### src/rtl/bcd_pkg.sv
// Purpose: shared types and constants for the BCD <-> binary conversion blocks.
// Latency: n/a (package only).
// Backpressure: n/a (package only).
// Contents: FSM state enum, digit count/limits, minimum binary result width, digit check helper.
package bcd_pkg;

  typedef enum logic {
    IDLE = 1'b0,
    CONV = 1'b1
  } state_e;

  localparam int         NUM_DIGITS   = 4;
  localparam logic [3:0] MAX_DIGIT    = 4'd9;
  // 9999 needs 14 bits; narrower result widths cannot hold the full range.
  localparam int         MIN_BIN_BITS = 14;

  function automatic logic digit_invalid(input logic [3:0] d);
    return (d > MAX_DIGIT);
  endfunction

endpackage

### src/rtl/mul10_add.sv
// Purpose: one step of decimal accumulation, result = acc*10 + digit.
// Latency: purely combinational, zero cycles.
// Backpressure: none; output follows inputs.
// Ports: acc [BITS] running value, digit [4] next BCD digit, result [BITS] updated value.
module mul10_add
  import bcd_pkg::*;
#(
  parameter int BITS = MIN_BIN_BITS
) (
  input  logic [BITS-1:0] acc,
  input  logic [3:0]      digit,
  output logic [BITS-1:0] result
);

  // x*10 = x*8 + x*2; callers keep acc small enough that BITS never wraps
  // for valid BCD input.
  always_comb begin
    result = (acc << 3) + (acc << 1) + BITS'(digit);
  end

endmodule

### src/rtl/bcd_to_binary.sv
// Purpose: sequential 4-digit BCD to unsigned binary converter (0..9999) with digit validation.
// Latency: done pulses 4 clocks after the edge that accepts start; one conversion per 5 clocks max.
// Backpressure: start is only sampled while idle; requests during busy are dropped, not queued.
// Ports: clk, rst_n (sync, active-low), start, digit3..digit0 (thousands..units),
//        busy, done (1-cycle pulse), binary [BITS], error (a captured digit was > 9).
module bcd_to_binary
  import bcd_pkg::*;
#(
  parameter int BITS = MIN_BIN_BITS  // must be >= MIN_BIN_BITS; upper bits are zero-filled
) (
  input  logic            clk,
  input  logic            rst_n,
  input  logic            start,
  input  logic [3:0]      digit3,
  input  logic [3:0]      digit2,
  input  logic [3:0]      digit1,
  input  logic [3:0]      digit0,
  output logic            busy,
  output logic            done,
  output logic [BITS-1:0] binary,
  output logic            error
);

  localparam int               CNT_W    = $clog2(NUM_DIGITS);
  localparam logic [CNT_W-1:0] LAST_CNT = CNT_W'(NUM_DIGITS - 1);

  state_e                         state_q, state_d;
  logic [CNT_W-1:0]               cnt_q, cnt_d;
  logic [BITS-1:0]                acc_q, acc_d;
  // Captured digits stored in processing order: index 0 is the thousands digit.
  logic [NUM_DIGITS-1:0][3:0]     digs_q, digs_d;
  logic                           invalid_q, invalid_d;
  logic                           busy_q, busy_d;
  logic                           done_q, done_d;
  logic [BITS-1:0]                binary_q, binary_d;
  logic                           error_q, error_d;

  logic [BITS-1:0]                mac_result;
  logic                           last_step;

  mul10_add #(
    .BITS (BITS)
  ) u_mul10_add (
    .acc    (acc_q),
    .digit  (digs_q[cnt_q]),
    .result (mac_result)
  );

  assign last_step = (cnt_q == LAST_CNT);

  // State and datapath registers
  always_ff @(posedge clk) begin
    if (!rst_n) begin
      state_q   <= IDLE;
      cnt_q     <= '0;
      acc_q     <= '0;
      digs_q    <= '0;
      invalid_q <= 1'b0;
      busy_q    <= 1'b0;
      done_q    <= 1'b0;
      binary_q  <= '0;
      error_q   <= 1'b0;
    end else begin
      state_q   <= state_d;
      cnt_q     <= cnt_d;
      acc_q     <= acc_d;
      digs_q    <= digs_d;
      invalid_q <= invalid_d;
      busy_q    <= busy_d;
      done_q    <= done_d;
      binary_q  <= binary_d;
      error_q   <= error_d;
    end
  end

  // Next-state logic
  always_comb begin
    state_d = state_q;
    case (state_q)
      IDLE:    if (start)     state_d = CONV;
      CONV:    if (last_step) state_d = IDLE;
      default:                state_d = IDLE;
    endcase
  end

  // Datapath and registered-output next values
  always_comb begin
    cnt_d     = cnt_q;
    acc_d     = acc_q;
    digs_d    = digs_q;
    invalid_d = invalid_q;
    busy_d    = busy_q;
    done_d    = 1'b0;
    binary_d  = binary_q;
    error_d   = error_q;
    case (state_q)
      IDLE: begin
        if (start) begin
          digs_d    = {digit0, digit1, digit2, digit3};
          invalid_d = digit_invalid(digit3) | digit_invalid(digit2) |
                      digit_invalid(digit1) | digit_invalid(digit0);
          acc_d     = '0;
          cnt_d     = '0;
          busy_d    = 1'b1;
        end
      end
      CONV: begin
        acc_d = mac_result;
        cnt_d = cnt_q + 1'b1;
        if (last_step) begin
          // An invalid entry still runs all steps so timing is data-independent;
          // only the published result is suppressed.
          done_d   = 1'b1;
          busy_d   = 1'b0;
          cnt_d    = '0;
          binary_d = invalid_q ? '0 : mac_result;
          error_d  = invalid_q;
        end
      end
      default: begin
        busy_d = 1'b0;
      end
    endcase
  end

  assign busy   = busy_q;
  assign done   = done_q;
  assign binary = binary_q;
  assign error  = error_q;

endmodule

### config.mk
export PLATFORM = sky130hd
export DESIGN_NAME = bcd_to_binary
export DESIGN_NICKNAME = d
export VERILOG_FILES = /design/src/rtl/bcd_pkg.sv /design/src/rtl/mul10_add.sv /design/src/rtl/bcd_to_binary.sv
export SDC_FILE = /design/constraint.sdc
export NUM_CORES = 1
export LEC_CHECK = 0
export BUFFER_PORTS_ARGS = -buffer_cell sky130_fd_sc_hd__buf_4
export CAP_MARGIN = 20
export CORE_ASPECT_RATIO = 0.8
export CORE_MARGIN = 10
export CORE_UTILIZATION = 55
export CTS_CLUSTER_DIAMETER = 30
export DETAILED_ROUTE_END_ITERATION = 6
export PLACE_DENSITY_LB_ADDON = 0.2
export SETUP_SLACK_MARGIN = 0.3
export SLEW_MARGIN = 20
export SYNTH_ARGS = -nofsm -noshare
export SYNTH_HDL_FRONTEND = slang
export SYNTH_SLANG_ARGS = --single-unit
### constraint.sdc
create_clock -name clk -period 4 [get_ports clk]
set_input_delay 0.6 -clock clk [delete_from_list [all_inputs] [get_ports clk]]
set_output_delay 0.6 -clock clk [all_outputs]
set_load 0.01 [all_outputs]
==> flow_metrics.py <==
metrics = {
    "timing": {
        "worst_slew_pin_slew_ns": 0.954,
        "fmax_mhz": 328,
        "slew_headroom_pct": 36.2,
        "rsz0062_at_grt": "no",
        "setup_tns_ns": 0,
        "finClkSkew_ns": 0.00431,
        "finalCritPeriodShare_pct": 76.2,
        "final_max_slew_viol_count": 0,
        "hold_violations": 0,
        "period_minus_slack_ns": 3.05,
        "finalSetupViolCount": 0,
    },
    "worst_setup_path": {
        "reg2reg_slack_ns": 0.95,
        "worstSetupStartpointType": "flop",
        "arrival_ns": 3.24,
        "cp-endpoint": "acc_q[12]$_SDFFE_PN0P_",
        "worst_setup_path_end_kind": "flop",
        "critPathLaunch": "cnt_q[0]$_SDFFE_PN0P_",
        "crit_fanout": 7,
        "criticalPathCategory": "reg -> reg",
        "reg2reg_to": "acc_q[12]$_SDFFE_PN0P_",
        "cp.required_ns": 4.19,
        "worstReg2RegStart": "cnt_q[0]$_SDFFE_PN0P_",
        "r2r_cells": 10,
    },
    "floorplan": {
        "ios": 36,
        "die_x_um": 96.5,
        "coreArea_um2": 4570,
        "rows": 22,
        "die_area_um2": 7840,
        "start_util_pct": 56.4,
        "die_h_um": 81.2,
    },
    "global_routing": {
        "grt_first_pass_wirelength_um": 9270,
        "grt_max_degree": 37,
        "grt.total_usage_pct": 14.7,
        "antenna_found_initial": 0,
        "grt-ovfl-total": 0,
        "grt_pass1_vias": 1890,
    },
    "power": {
        "peakVddDrop_v": 0.000314,
        "p_sw_mw": 0.224,
        "powerDensity_nw_per_um2": 305,
        "p_int_mw": 0.675,
        "pwr-share-comb_pct": 10.6,
        "p_leak_nw": 1.28,
        "p_clk_share_pct": 30.9,
        "switching_share_pct": 24.9,
        "power_frac_seq_pct": 58.5,
    },
    "routing": {
        "wl_um": 5620,
        "vias_per_cell": 5.57,
        "final_antenna_net_count": 0,
        "drtIter0Drc": 126,
        "wl_per_cell_um": 15.6,
        "drcViolationCount": 0,
        "first_pass_iters": 4,
        "num_vias": 2012,
    },
    "cts": {
        "cts_hold_buf": 0,
        "cts_tree": "yes",
        "cts.sinks": 50,
        "clock_path_buffers": 2,
        "numCtsBuffers": 5,
        "cts_resized": 0,
        "post-cts-setup-buffers": 0,
        "clk_transition_reported_paths_ns": 0.09,
        "insertion_delay_ns": 0.30,
        "root_buffer": "clkbuf_8",
        "cts-htree-levels": 2,
    },
    "logic_synthesis": {
        "synth.distinct_cells": 40,
        "synth_area_um2": 2580,
        "synth_fp_nets": 318,
        "synth_seq_cells": 50,
        "synth_cells": 274,
        "yosysSeqAreaShare_pct": 38.9,
        "ys_warn_count": 0,
        "syn_avg_cell_area_um2": 9.40,
    },
    "placed_design": {
        "port_buffers": 35,
        "dp_cells": 353,
        "placed_area_um2": 2850,
        "dp_hpwl_um": 4230,
        "place_congestion": 0.863,
    },
    "layout": {
        "final_nets": 345,
        "multi_input_area_um2": 1480,
        "utilization_pct": 64.4,
        "seq_area_um2": 1000,
        "fillers": 385,
        "stdcell_count": 361,
        "fin_area_um2": 2940,
        "diodes": 0,
        "layout-drive-gt1-share_pct": 17.9,
        "syn2layout_area_growth_pct": 14.2,
    },
    "worst_hold_path": {
        "min_path_type": "reg -> reg",
        "whs_path_depth": 2,
    },
    "run": {
        "max_cap_viol_count": 0,
    },
    "run_status": {
        "status": "finished clean",
    },
}
[sequential cells by signal, summed over array words and instances, names as in the netlist]
name and count:
acc_q 13, binary 14, busy 1, cnt_q 2, digs_q 16, done 1, error 1, invalid_q 1
state_q 1
[final cells by class]
cell class | instances | area share, %
multi-input combinational | 200 | 50.3
clock inverter | 2 | 0.340
sequential | 50 | 34.0
inverter | 8 | 1.02
tap | 60 | 2.55
clock buffer | 5 | 2.34
timing repair buffer | 36 | 9.44
[layer usage]
metal	global-route usage, %	wire (µm)	up-vias
met1	21.3	2850	963
met5	0	0	-
met3	3.96	326	5
li1	-	-	1009
met4	4.20	49	0
met2	20.5	2390	35
[per-stage QoR]
stage               worst slack (ns)  hold slack [ns]  total power, mW
floorplan                       1.11            0.432            0.598
global placement               0.984            0.434            0.628
detailed placement             0.933            0.446            0.630
CTS                            0.916            0.463            0.903
global route                   0.723            0.480            0.941
finish                         0.953            0.460            0.899
[power groups by stage]
| stage | combinational [mW] | sequential [mW] | clock (mW) |
|---|---|---|---|
| after floorplan | 0.0676 | 0.530 | 0 |
| after global placement | 0.0881 | 0.540 | 0 |
| after detailed placement | 0.0898 | 0.540 | 0 |
| after CTS | 0.0902 | 0.529 | 0.284 |
| after global routing | 0.107 | 0.528 | 0.306 |
| final | 0.0955 | 0.525 | 0.278 |
[synthesized netlist by cell type]
library cell  instances  area, µm²
nand2b_1              4       25.0
o22ai_2               1       12.5
nand4_1               1       6.26
o21a_1                5       37.5
fa_1                  2       40.0
nor2b_4               1       13.8
xor2_1                4       35.0
a31oi_2               1       12.5
a21boi_1             10       75.1
a21oi_1              14       70.1
dfxtp_1              50       1000
and3_1                1       6.26
a31oi_1               1       6.26
a21boi_0              7       52.6
a21oi_2               1       8.76
a22o_1               10       87.6
o211ai_1              2       15.0
nor2b_1              14       87.6
a211oi_1              1       7.51
nor3_1                2       10.0
o21ai_0               5       25.0
a41oi_1               1       8.76
nor3b_1              11       82.6
nand3_1               2       10.0
a21o_1                3       22.5
or3_1                 1       6.26
and2_4                1       8.76
inv_1                 8       30.0
clkbuf_1              9       33.8
o32ai_1               1       8.76
nand2_1              42        158
ha_1                 23        288
and2_1                1       6.26
a31o_1                3       26.3
o21ai_1               5       25.0
buf_2                 7       35.0
nor2_1                6       22.5
xnor2_1               8       70.1
o21ai_2               1       8.76
mux4_2                4       90.1
[critical path, cell delays in order, from the launching register on]
cell and delay, ns:
dfxtp_1 0.52, mux4_2 0.55, inv_1 0.08, fa_1 0.45, fa_1 0.51, nor2b_4 0.14
o211ai_1 0.10, a21o_1 0.20, a31oi_2 0.14, xnor2_1 0.16, o21ai_1 0.10
[placed cells by master, fill, tap and decap left out, drive strengths merged, types with 3 or more instances in the layout]
| cell | count |
|---|---|
| xnor2 | 8 |
| a22o | 10 |
| o21ai | 11 |
| a31o | 3 |
| a21oi | 15 |
| nand2 | 42 |
| nor3b | 11 |
| nand2b | 4 |
| ha | 23 |
| dfxtp | 50 |
| nor2 | 6 |
| nor2b | 15 |
| inv | 8 |
| o21a | 5 |
| mux4 | 4 |
| a21boi | 17 |
| xor2 | 4 |
| clkbuf | 5 |
| a21o | 3 |
| buf | 36 |
[logic make-up (layout without fill, tap and decap cells)]
kind of cell               count (synthesis)  count (layout)  share of synthesized area [%]
and+or+nand+nor                           87              87                           17.2
AOI/OAI and AO/OA                         72              72                           19.8
DFF                                       50              50                           38.9
adders and majority gates                 25              25                           12.7
buffers and inverters                     24              51                           3.84
xor gates and xnor gates                  12              12                           4.08
muxes                                      4               4                           3.50
[worst min path at each step]
stage / startpoint / end / slack, ns
CTS: digs_q[9]$_SDFFE_PN0P_ / digs_q[9]$_SDFFE_PN0P_ / 0.46
floorplan: digs_q[10]$_SDFFE_PN0P_ / digs_q[10]$_SDFFE_PN0P_ / 0.43
finish: digs_q[9]$_SDFFE_PN0P_ / digs_q[9]$_SDFFE_PN0P_ / 0.46
global route: binary[12]$_SDFFE_PN0P_ / binary[12]$_SDFFE_PN0P_ / 0.48
global placement: binary[13]$_SDFFE_PN0P_ / binary[13]$_SDFFE_PN0P_ / 0.43
detailed placement: digs_q[0]$_SDFFE_PN0P_ / digs_q[0]$_SDFFE_PN0P_ / 0.45
No activity file was read; power rests on OpenSTA's default activity.
